### src/rtl/uart_bus_bridge.sv
// UART-to-parallel-bus bridge: decodes command/address/data byte frames into
// single bus cycles and returns read data as one response word.
module uart_bus_bridge #(
   parameter int ADDR_BYTES = 4,
   parameter int DATA_BYTES = 4,
   parameter int BYTE_TO    = 250000,
   parameter int BUS_TO     = 255,
   localparam int ADDR_W    = 8 * ADDR_BYTES,
   localparam int DATA_W    = 8 * DATA_BYTES
) (
   input  logic              clk,
   input  logic              rst,
   input  logic              rx_ready,
   input  logic [7:0]        rx_data,
   input  logic              tx_ready,
   output logic              tx_load,
   output logic [DATA_W-1:0] tx_data,
   output logic              frame_,
   output logic              irdy_,
   input  logic              trdy_,
   output logic [ADDR_W-1:0] adr,
   output logic [3:0]        cbe,
   output logic [DATA_W-1:0] wdata,
   input  logic [DATA_W-1:0] rdata,
   output logic              busy,
   output logic              err_cmd,
   output logic              err_bus,
   output logic              err_byte,
   output logic [2:0]        dbg_state_o
);

   localparam int BT_W = $clog2(BYTE_TO + 1);
   localparam int BU_W = $clog2(BUS_TO + 1);

   localparam logic [7:0] CMD_WR  = 8'h57;
   localparam logic [7:0] CMD_RD  = 8'h52;
   localparam logic [7:0] CMD_CLR = 8'h43;

   typedef enum logic [2:0] {
      IDLE     = 3'd0,
      ADDR     = 3'd1,
      DATA     = 3'd2,
      BUS_ADDR = 3'd3,
      BUS_WAIT = 3'd4,
      RESP     = 3'd5
   } state_t;

   state_t              state_q, state_d;
   logic [ADDR_W-1:0]   adr_q, adr_d;
   logic [DATA_W-1:0]   wdata_q, wdata_d;
   logic [DATA_W-1:0]   tx_data_q, tx_data_d;
   logic [3:0]          cbe_q, cbe_d;
   logic                is_wr_q, is_wr_d;
   logic [2:0]          byte_cnt_q, byte_cnt_d;
   logic [BT_W-1:0]     byte_to_q, byte_to_d;
   logic [BU_W-1:0]     bus_to_q, bus_to_d;
   logic                err_cmd_q, err_cmd_d;
   logic                err_bus_q, err_bus_d;
   logic                err_byte_q, err_byte_d;

   always_ff @(posedge clk) begin
      if (rst) begin
         state_q    <= IDLE;
         adr_q      <= '0;
         wdata_q    <= '0;
         tx_data_q  <= '0;
         cbe_q      <= '0;
         is_wr_q    <= 1'b0;
         byte_cnt_q <= '0;
         byte_to_q  <= '0;
         bus_to_q   <= '0;
         err_cmd_q  <= 1'b0;
         err_bus_q  <= 1'b0;
         err_byte_q <= 1'b0;
      end else begin
         state_q    <= state_d;
         adr_q      <= adr_d;
         wdata_q    <= wdata_d;
         tx_data_q  <= tx_data_d;
         cbe_q      <= cbe_d;
         is_wr_q    <= is_wr_d;
         byte_cnt_q <= byte_cnt_d;
         byte_to_q  <= byte_to_d;
         bus_to_q   <= bus_to_d;
         err_cmd_q  <= err_cmd_d;
         err_bus_q  <= err_bus_d;
         err_byte_q <= err_byte_d;
      end
   end

   always_comb begin
      state_d    = state_q;
      adr_d      = adr_q;
      wdata_d    = wdata_q;
      tx_data_d  = tx_data_q;
      cbe_d      = cbe_q;
      is_wr_d    = is_wr_q;
      byte_cnt_d = byte_cnt_q;
      byte_to_d  = byte_to_q;
      bus_to_d   = '0;
      err_cmd_d  = 1'b0;
      err_bus_d  = err_bus_q;
      err_byte_d = err_byte_q;
      case (state_q)
         IDLE: begin
            byte_cnt_d = '0;
            byte_to_d  = '0;
            if (rx_ready) begin
               case (rx_data)
                  CMD_WR: begin
                     is_wr_d = 1'b1;
                     cbe_d   = 4'h7;
                     state_d = ADDR;
                  end
                  CMD_RD: begin
                     is_wr_d = 1'b0;
                     cbe_d   = 4'h6;
                     state_d = ADDR;
                  end
                  CMD_CLR: begin
                     err_bus_d  = 1'b0;
                     err_byte_d = 1'b0;
                  end
                  default: err_cmd_d = 1'b1;
               endcase
            end
         end
         // Address and data collection share the inter-byte idle timeout.
         ADDR, DATA: begin
            if (rx_ready) begin
               byte_to_d = '0;
               if (state_q == ADDR) begin
                  adr_d = (adr_q << 8) | ADDR_W'(rx_data);
                  if (byte_cnt_q == 3'(ADDR_BYTES - 1)) begin
                     byte_cnt_d = '0;
                     state_d    = is_wr_q ? DATA : BUS_ADDR;
                  end else begin
                     byte_cnt_d = byte_cnt_q + 3'd1;
                  end
               end else begin
                  wdata_d = (wdata_q << 8) | DATA_W'(rx_data);
                  if (byte_cnt_q == 3'(DATA_BYTES - 1)) begin
                     byte_cnt_d = '0;
                     state_d    = BUS_ADDR;
                  end else begin
                     byte_cnt_d = byte_cnt_q + 3'd1;
                  end
               end
            end else if (byte_to_q == BT_W'(BYTE_TO - 1)) begin
               err_byte_d = 1'b1;
               state_d    = IDLE;
            end else begin
               byte_to_d = byte_to_q + BT_W'(1);
            end
         end
         BUS_ADDR: state_d = BUS_WAIT;
         BUS_WAIT: begin
            if (!trdy_) begin
               if (!is_wr_q) tx_data_d = rdata;
               state_d = is_wr_q ? IDLE : RESP;
            end else if (bus_to_q == BU_W'(BUS_TO - 1)) begin
               err_bus_d = 1'b1;
               if (!is_wr_q) tx_data_d = '1;
               state_d = is_wr_q ? IDLE : RESP;
            end else begin
               bus_to_d = bus_to_q + BU_W'(1);
            end
         end
         RESP: if (tx_ready) state_d = IDLE;
         default: state_d = IDLE;
      endcase
   end

   assign frame_      = (state_q != BUS_ADDR);
   assign irdy_       = (state_q != BUS_WAIT);
   assign tx_load     = (state_q == RESP) && tx_ready;
   assign tx_data     = tx_data_q;
   assign adr         = adr_q;
   assign cbe         = cbe_q;
   assign wdata       = wdata_q;
   assign busy        = (state_q != IDLE);
   assign err_cmd     = err_cmd_q;
   assign err_bus     = err_bus_q;
   assign err_byte    = err_byte_q;
   assign dbg_state_o = state_q;

endmodule

### config.mk
export PLATFORM = sky130hd
export DESIGN_NAME = uart_bus_bridge
export DESIGN_NICKNAME = d
export VERILOG_FILES = /design/src/rtl/uart_bus_bridge.sv
export SDC_FILE = /design/constraint.sdc
export NUM_CORES = 1
export LEC_CHECK = 0
export CAP_MARGIN = 20
export CORE_MARGIN = 2
export CORE_UTILIZATION = 47
export DETAILED_ROUTE_END_ITERATION = 12
export PLACE_DENSITY = 0.79
export SLEW_MARGIN = 20
export SYNTH_ARGS = -nofsm -noshare
export SYNTH_HDL_FRONTEND = slang
export SYNTH_SLANG_ARGS = --single-unit
### constraint.sdc
create_clock -name clk -period 2.1 [get_ports clk]
set_input_delay 0.21 -clock clk [delete_from_list [all_inputs] [get_ports clk]]
set_output_delay 0.21 -clock clk [all_outputs]
set_load 0.01 [all_outputs]
-- Yosys cells after proc, flatten, opt, wreduce, memory -nomap -nowiden
Cells that the tools add are included.
- output and inout bits: 110
- bits of input ports: 45
- logic and storage cells: 105
- register bits: 136
- add/subtract/negate cells: 3
- reduce and logical (&&, ||, !) cells: 20
- equal/unequal tests: 29
- mux-type cells: 34
- bitwise logic cells: 7
- operators with widths (operator ; count):
    two-way mux 32 bit ; 4
    bitwise OR 32 x 8 -> 32 bit ; 2
    two-way mux 3 bit ; 13
    two-way mux 18 bit ; 2
    one-hot mux 18 bit (2 select lines) ; 1
    == test 8 x 7 -> 1 bit (second input constant) ; 3
    inequality test 2 bit (second input constant) ; 10
    adder 18 x 1 -> 18 bit (second input constant) ; 1
    == test 18 bit (second input constant) ; 1
    inequality test 3 bit (second input constant) ; 5
    one-hot mux 3 bit (5 select lines) ; 1
    AND reduction 5 bit ; 2
    == test 3 x 2 -> 1 bit (second input constant) ; 3
    AND reduction 3 bit ; 3
    adder 8 x 1 -> 8 bit (second input constant) ; 1
    == test 8 bit (second input constant) ; 1
    two-way mux 1 bit ; 8
    one-hot mux 4 bit (2 select lines) ; 1
    == test 3 bit (second input constant) ; 2
    one-hot mux 1 bit (2 select lines) ; 3
    one-hot mux 3 bit (2 select lines) ; 1
    AND reduction 6 bit ; 1
    nonzero test 2 bit ; 3
    OR reduction 3 bit ; 2
    12 further kinds ; 19

-- Depth between registers and ports, before layout
Gate-level depths: netlist of run 1.
- word-level depth: 5
- depth in mapped cells: 8
- mapped depth without buffers: 7

-- Worst setup path before layout of run 1
No wires, ideal clock.
- path kind: reg2reg
- start point: reg state_q[0], in the netlist dbg_state_o[0]
- end point: reg tx_data_q[10], in the netlist tx_data[10]
- stages on the path, launching flop included: 9
- period minus slack after synthesis: 1690 ps
- setup slack: 410 ps
- data arrival time: 1558 ps
- setup time: 132 ps
- buffers on the path: 3
- data required time: 1968 ps
- cells stage by stage: dfxtp_1 buf_2 nor2_1 nand2_1 or3_1 clkbuf_1 buf_2 nor2_1 nor3_1
- longest elaborated chain between the ends: 2
- RTL lines (what ; line ; text):
    start: declaration ; 48 ; state_t state_q, state_d;
    start signal: assignment ; 76 ; state_q <= state_d;
    == test 3 bit ; 104 ; case (state_q)
    AND reduction 4 bit (no source line) ; -- ;
    end signal: assignment ; 79 ; tx_data_q <= tx_data_d;
    end: declaration ; 51 ; logic [DATA_W-1:0] tx_data_q, tx_data_d;
No other way between the ends.
A chain may end at the register's enable or synchronous reset.

-- Worst setup path after layout of run 1
- start point: reg state_q[0], in the netlist dbg_state_o[0]
- end point: out tx_load
- longest elaborated chain between the ends: 2
- RTL lines (what ; line ; text):
    == test 3 bit ; 176 ; assign tx_load = (state_q == RESP) && tx_ready;
    logical AND 1 bit ; 176 ;
    end: declaration ; 16 ; output logic tx_load,
No other way between the ends.

==> results of run 1 <==
cell type report:
class / count / share of cell area, %
timing repair buffer: 181 / 22.8
inverter: 12 / 0.582
clock inverter: 13 / 2.04
multi-input combinational: 482 / 32.0
sequential: 133 / 34.5
clock buffer: 19 / 5.72
tap: 143 / 2.31
path summary, 6_finish.rpt:
path	startpoint	endpoint	slack [ns]	cells past startpoint
max reg2reg	byte_to_q[0]$_SDFFE_PP0P_	byte_to_q[5]$_SDFFE_PP0P_	0.17	6
min	rst	dbg_state_o[2]$_SDFFE_PP0P_	0.02	2
max	dbg_state_o[0]$_SDFFE_PP0P_	tx_load	0.07	3
min reg2reg	wdata[26]$_SDFFE_PP0P_	wdata[26]$_SDFFE_PP0P_	0.45	2
through the flow:
| stage | power (W) | area, sq um | setup slack, ns | std cells |
|---|---|---|---|---|
| after floorplan | 0.00266 | 5380 | 0.410 | 675 |
| after global placement | 0.00278 | 7110 | 0.0747 | 949 |
| after detailed placement | 0.00278 | 7110 | -0.0282 | 949 |
| after CTS | 0.00575 | 7720 | 0.00541 | 981 |
| after global routing | 0.00588 | 7740 | 0.00250 | 983 |
| final | 0.00571 | 7740 | 0.0724 | 983 |
placed cells by master (no fill, tap or decap), types with 5 or more instances in the layout:
cell	Yosys	layout
sky130_fd_sc_hd__clkdlybuf4s50_1	0	150
sky130_fd_sc_hd__xor2_1	9	9
sky130_fd_sc_hd__nor3_1	34	34
sky130_fd_sc_hd__a31oi_1	11	11
sky130_fd_sc_hd__buf_4	4	27
sky130_fd_sc_hd__nand2_1	144	144
sky130_fd_sc_hd__nor2_1	93	93
sky130_fd_sc_hd__clkbuf_16	0	17
sky130_fd_sc_hd__o21ai_0	5	5
sky130_fd_sc_hd__inv_1	12	12
sky130_fd_sc_hd__nand2b_1	7	7
sky130_fd_sc_hd__and3_1	7	7
sky130_fd_sc_hd__a21oi_1	86	86
sky130_fd_sc_hd__nand3_1	11	11
sky130_fd_sc_hd__nand4_1	8	8
sky130_fd_sc_hd__dfxtp_1	133	131
power by group through the flow:
| stage | combinational [W] | sequential (W) | clock [W] |
|---|---|---|---|
| floorplan | 0.0000690 | 0.00259 | 0 |
| global placement | 0.000190 | 0.00259 | 0 |
| detailed placement | 0.000193 | 0.00259 | 0 |
| CTS | 0.000195 | 0.00253 | 0.00303 |
| global route | 0.000211 | 0.00253 | 0.00314 |
| finish | 0.000196 | 0.00253 | 0.00298 |
worst reg2reg max path, stage by stage (launching register included):
cell,delay (ns)
sky130_fd_sc_hd__dfxtp_1,0.33
sky130_fd_sc_hd__ha_1,0.24
sky130_fd_sc_hd__and3_1,0.24
sky130_fd_sc_hd__and3_1,0.24
sky130_fd_sc_hd__a21o_2,0.29
sky130_fd_sc_hd__nand2_1,0.23
sky130_fd_sc_hd__o2bb2a_1,0.25
cell families (layout without fill, tap and decap cells):
| family | count (synthesis) | in the layout | share of synthesized area, % |
|---|---|---|---|
| other cells | 1 | 1 | 0.0697 |
| xor+xnor | 13 | 13 | 2.12 |
| simple gates | 340 | 340 | 29.2 |
| fa+ha+maj | 4 | 4 | 0.930 |
| compound gates | 123 | 123 | 13.1 |
| mux | 1 | 1 | 0.186 |
| buf+inv | 60 | 225 | 4.86 |
| flops | 133 | 133 | 49.5 |
timing repair:
action | CTS | global route
endpoints found under the setup margin | 4 | 10
pin swaps | 1 | 1
resized for setup | 5 | 3
setup buffers | 0 | 2
routing by layer:
metal	track usage (%)	vias up	part of all wire, %	wire [um]
met4	11.8	0	2.7	396
met2	39.7	147	50	7270
met3	6.07	30	5.4	794
met1	28.8	2480	42	6140
met5	0	-	0	0
li1	-	2585	-	-
state kept, by name, indices dropped and copies added, names as in the netlist:
register     count
adr             32
tx_data         32
wdata           32
byte_to_q       18
bus_to_q         8
byte_cnt_q       3
dbg_state_o      3
cbe              2
err_bus          1
err_byte         1
err_cmd          1
==> impl_summary.txt, run 1 <==
----------------------------------------------------
[Status]
  Result of the run ... finished, final reports clean

[Worst setup path]
  CP required ... 1.89 ns
  Worst path slowest cell ... sky130_fd_sc_hd__clkdlybuf4s50_1
  Dominant delay contributor by cell family on the critical path ... buffers and inverters
  Worst path cell trace ... nor2b_2 -> and3_1 -> clkdlybuf4s50_1
  Crit Path Class ... flop to output pin
  Worst path bufs/invs ... 1
  CP startpoint kind ... flop
  Slowest stage delay, CP ... 0.53 ns
  Kind of capture point of the worst setup path ... output pin
  Critical Path Fanout Max ... 14
  Arrival time reported for the critical path endpoint ... approximately 1.8 ns

[Finish]
  Area of combinational cells with multiple inputs ... 2480 sq um
  Diode count ... 0
  Total number of nets in the final design ... slightly below 900
  Share of final-layout standard cells stronger than drive strength 1 ... roughly 9.3%
  Final Util ... about 69%
  Storage cell area ... 2670 sq um
  Total of fill cells in the finished design ... 892
  Layout-stage area growth over the synthesis result ... 44.0%

[Power and ir drop]
  Internal Pwr Total ... 0.00452 W
  Logic gate share of total power ... 3.4%
  Peak ir drop on the vdd network ... around 0.54 mV
  Reported leakage power ... roughly 2.7 nW
  Portion of total power attributed to the clock network ... 52.2%
  Fraction of power consumed by sequential logic ... 44.3%
  Fraction of power spent switching nets ... ~21%
  Switching power total ... 0.00119 W
  Power density over the cells ... 737 nW/um^2

[Placed design]
  Routability congestion estimate ... 0.871
  Hpwl dp ... roughly 10000 um
  Number of port buffers ... between 150 and 200

[Synthesis]
  Post-synthesis cell type with the largest combined area ... sky130_fd_sc_hd__dfxtp_1
  Synth warnings ... 0
  Synth unique cells ... 54
  Leading post-synthesis cells by instance count ... sky130_fd_sc_hd__nand2_1 (144), sky130_fd_sc_hd__dfxtp_1 (133), sky130_fd_sc_hd__nor2_1 (93)
  Avg Cell Area, Syn ... 7.97 sq um
  Synthesized netlist cell count ... 675
  Dominant cell by count in the synthesized netlist ... sky130_fd_sc_hd__nand2_1
  Cell types occupying the most area after synthesis ... sky130_fd_sc_hd__dfxtp_1 (49%), sky130_fd_sc_hd__nand2_1 (10%), sky130_fd_sc_hd__a21oi_1 (8.0%)
  Share of Yosys cell area claimed by the top area cell type ... 49.5%
  Top FF cell, synth ... sky130_fd_sc_hd__dfxtp_1
  Syn_nets ... approximately 720
  Post-synth EDFFs ... 0
  Async SR Flop Fraction ... 0%
  Sequential share of the synthesized area ... 49.5%
  Post-synthesis instance area ... 5380 sq um
  Yosys reg bits ... around 130

[STA]
  Hold slack ... 0.0176 ns
  Final critical-path share of the clock period ... 96.6%
  Final Hold Viols ... 0
  # setup viols final ... 0
  Achievable frequency ... just under 500 MHz
  Unrepaired setup endpoints after global routing ... false
  Total count of max-transition violations in the final report ... 0
  Final setup skew ... 0.0103 ns
  Setup TNS ... 0 ns
  Clock period minus worst slack ... 2.03 ns

[Min path]
  Hold WC Path Type ... input port to flop

[Floorplanning]
  Core region area ... roughly 11000 sq um
  Cell row count ... 39
  Area of the die ... 12300 sq um
  Initial core utilization ... a little under half
  Die Span Y ... between 100 and 150 um
  I/O pin total ... 155
  Floorplan die width ... 111 um

[Clock tree]
  CTS Root Cell ... sky130_fd_sc_hd__clkbuf_16
  Buffer levels on the longest clock path ... 2
  Clock transition at the register clock pins on the worst setup and hold paths after CTS ... 0.06 ns
  Number of buffers added by the clock tree synthesis step ... 17
  Cts-stage hold buffer count ... 0
  # clock sinks ... 133
  Clk_lat worst skew ... 0.42 ns
  Clock H-tree levels ... 4
  TritonCTS clock tree ... done

[Global route]
  Via count of the first global-routing pass ... between 5000 and 6000
  Initial antenna violation count ... 0
  Maximum number of pins on one net before global-route repair ... 45
  Grt ovf ... 0
  Global-route wire length before repair ... 24100 um
  GRT Total Usage ... approximately a quarter

[Routing]
  Initial detailed-routing violation count ... 286
  Number of optimization iterations in the first detailed-route pass ... 5
  Number of vias per cell after detailed routing ... 5.33
  Vias ... 5242
  Total wirelength of the detailed-routed design ... 14600 um
  Final antenna-violating net count ... 0
  Routed length per placed instance ... 14.9 um
  Drt drc ... 0

[Job]
  Reported max-cap violation count ... 0

----------------------------------------------------
(Power assumes the default switching activity.)
==> run 2, diff against run 1 <==
--- a/config.mk
+++ b/config.mk
@@ -6,10 +6,9 @@
 export NUM_CORES = 1
 export LEC_CHECK = 0
 export CAP_MARGIN = 20
-export CORE_MARGIN = 2
-export CORE_UTILIZATION = 47
+export CORE_UTILIZATION = 50
 export DETAILED_ROUTE_END_ITERATION = 12
-export PLACE_DENSITY = 0.79
+export DONT_BUFFER_PORTS = 1
 export SLEW_MARGIN = 20
 export SYNTH_ARGS = -nofsm -noshare
 export SYNTH_HDL_FRONTEND = slang
==> run 2 against run 1 <==
Against the previous run:
- the run now ends with negative hold slack left
- worst setup slack gained 0.071 ns
- die area shrank 9.3%
- maximum frequency grew 3.6%
- clock skew shrank 0.0036 ns
- power shrank 0.44%
- routed wire length shrank 14%
- clock power grew 4%
- sequential power is essentially flat
- clock-buffer cell count grew 1
- core utilization shrank 9.3 points
- critical path type is now flop to flop
- largest cell class unchanged
- largest power group unchanged
==> impl_summary.txt, run 2 (synthesis gave the netlist of run 1 again) <==
----------------------------------------------------
[STA]
  Setup TNS ... 0 ns
  Achievable frequency ... 511 MHz
  Hold slack ... -0.236 ns
  Worst rel slew slack ... 63.0%
  # setup viols final ... 0
  Final critical-path share of the clock period ... 93.2%
  Unrepaired setup endpoints after global routing ... false
  Total count of max-transition violations in the final report ... 0
  Clock period minus worst slack ... 1.96 ns
  Measured slew at the worst slew-check pin ... approximately 0.55 ns
  Final setup skew ... 0.00671 ns
  Final Hold Viols ... 109

[Clock tree]
  CTS Root Cell ... sky130_fd_sc_hd__clkbuf_8
  Number of buffers added by the clock tree synthesis step ... 17
  # clock sinks ... 133
  Buffer levels on the longest clock path ... 2
  Clock H-tree levels ... 4
  TritonCTS clock tree ... done
  Clk_lat worst skew ... 0.52 ns
  Setup Fix Bufs, Post-CTS ... 0
  Clock transition at the register clock pins on the worst setup and hold paths after CTS ... about 0.06 ns

[Global route]
  Via count of the first global-routing pass ... 4279
  Maximum number of pins on one net before global-route repair ... around 120
  Global-route wire length before repair ... 20600 um
  Grt ovf ... 0
  Initial antenna violation count ... 0
  GRT Total Usage ... 23.3%

[Worst setup path]
  Arrival time reported for the critical path endpoint ... 2.41 ns
  Startpoint of the most critical setup path ... dbg_state_o[2]$_SDFFE_PP0P_
  Critical Path Fanout Max ... 14
  Crit Path Class ... flop to flop
  Worst R2R End ... cbe[1]$_SDFFE_PP0P_
  Endpoint of the most critical setup path ... cbe[1]$_SDFFE_PP0P_
  Worst path cell trace ... or4b_4 -> nor3_2 -> a21oi_1 -> nor2_1 -> dlygate4sd3_1
  Worst path bufs/invs ... 1
  Kind of capture point of the worst setup path ... flop
  CP required ... 2.56 ns
  Setup slack of the worst register-to-register path ... ~0.14 ns
  Logic depth of the worst setup path including buffers ... 5
  Worst path slowest cell ... sky130_fd_sc_hd__or4b_4
  Reg2Reg Depth ... 5
  R2r startpoint ... dbg_state_o[2]$_SDFFE_PP0P_
  Dominant delay contributor by cell family on the critical path ... simple AND/OR/NAND/NOR gates
  Slowest stage delay, CP ... 0.60 ns
  CP startpoint kind ... flop

[Finish]
  Share of final-layout standard cells stronger than drive strength 1 ... 9.60%
  Area of all placed cells without fillers ... 6160 sq um
  Most common library cell in the layout ignoring fill and taps ... sky130_fd_sc_hd__nand2_1
  Layout-stage area growth over the synthesis result ... 14.6%
  Total number of nets in the final design ... 713
  Top library cells by usage in the layout, fill and taps aside ... sky130_fd_sc_hd__nand2_1 (144), sky130_fd_sc_hd__dfxtp_1 (130), sky130_fd_sc_hd__nor2_1 (93)
  Diode count ... 0

[Power and ir drop]
  Portion of total power attributed to the clock network ... between 50% and 60%
  Peak ir drop on the vdd network ... 0.856 mV
  Fraction of power spent switching nets ... 19.6%
  Switching power total ... 0.00111 W
  Power density over the cells ... about 920 nW/um^2
  Fraction of power consumed by sequential logic ... 44.6%
  Logic gate share of total power ... 0.8%
  Internal Pwr Total ... 0.00457 W
  Reported leakage power ... 2.08 nW
  Power consumption ... 0.00568 W

[Routing]
  Number of vias per cell after detailed routing ... 5.56
  Drt drc ... 0
  Initial detailed-routing violation count ... 320
  Total wirelength of the detailed-routed design ... about 13000 um
  Final antenna-violating net count ... 0
  Number of optimization iterations in the first detailed-route pass ... 4
  Routed length per placed instance ... 15.5 um
  Vias ... 4523

[Min path]
  HP Start ... rst
  Hold WC Path Type ... input port to flop

[Floorplanning]
  I/O pin total ... 155
  Core region area ... ~10000 sq um
  Floorplan die width ... 106 um
  Die Span Y ... between 100 and 150 um
  Initial core utilization ... 51.9%
  Area of the die ... roughly 11000 sq um
  Cell row count ... 37

[Status]
  Violated checks ... negative hold slack
  Result of the run ... finished with violations

[Job]
  Reported max-cap violation count ... 0

[Placed design]
  Placed cell areas ... about 5500 sq um
  Number of port buffers ... 0
  Routability congestion estimate ... 0.831
  Hpwl dp ... 8370 um

----------------------------------------------------
[run 2: stage by stage]
stage	utilization, %	worst slack (ns)	hold slack [ns]	cells
after floorplan	-	0.410	0.346	675
after global placement	53.0	0.0939	0.292	778
after detailed placement	53.0	0.0144	0.296	778
after CTS	59.3	0.00347	-0.267	812
after global routing	59.4	0.0343	-0.273	813
final	59.4	0.143	-0.236	813
[run 2: timing repair]
| item | 4_1_cts | 5_1_grt |
|---|---|---|
| endpoints found under the setup margin | 1 | 19 |
| hold buffers | 2 | 1 |
| pin swaps | 0 | 1 |
| endpoints found under the hold margin | 127 | 124 |
| gates resized for setup | 1 | 3 |
[run 2: worst reg2reg max path, stage by stage (launching register included)]
cell                            delay, ns
sky130_fd_sc_hd__dfxtp_2             0.42
sky130_fd_sc_hd__or4b_4              0.60
sky130_fd_sc_hd__nor3_2              0.16
sky130_fd_sc_hd__a21oi_1             0.09
sky130_fd_sc_hd__nor2_1              0.09
sky130_fd_sc_hd__dlygate4sd3_1       0.54
[run 2: cell type report]
| type | instances | area [sq um] |
|---|---|---|
| Timing Repair Buffer | 18 | 168 |
| Inverter | 12 | 45.0 |
| Clock inverter | 12 | 176 |
| Clock buffer | 20 | 455 |
| Multi-Input combinational cell | 482 | 2480 |
| Sequential cell | 133 | 2670 |
| Tap cell | 136 | 170 |
| Fill cell | 1006 | 4210 |
[run 2: metal layers]
layer  global-route usage [%]  part of all wire, %
met5                        0                    0
met4                     10.9                  2.0
met3                     8.47                  6.9
met2                     36.2                   47
met1                     28.6                   44
[run 2: worst min-delay path by stage]
stage | slack (ns) | cells past startpoint | endpoint
floorplan | 0.35 | 2 | adr[0]$_SDFFE_PP0P_
global placement | 0.29 | 1 | dbg_state_o[2]$_SDFFE_PP0P_
detailed placement | 0.30 | 1 | wdata[24]$_SDFFE_PP0P_
CTS | -0.27 | 1 | wdata[31]$_SDFFE_PP0P_
global route | -0.27 | 1 | wdata[31]$_SDFFE_PP0P_
finish | -0.24 | 1 | tx_data[28]$_SDFFE_PP0P_
[run 2: power by group through the flow]
stage          Sequential [W]  Clock, W  Combinational (W)
2_1_floorplan         0.00259         0          0.0000690
4_1_cts               0.00253   0.00317          0.0000462
3_3_place_gp          0.00259         0          0.0000436
5_1_grt               0.00253   0.00328          0.0000508
6_report              0.00254   0.00310          0.0000465
3_5_place_dp          0.00259         0          0.0000448
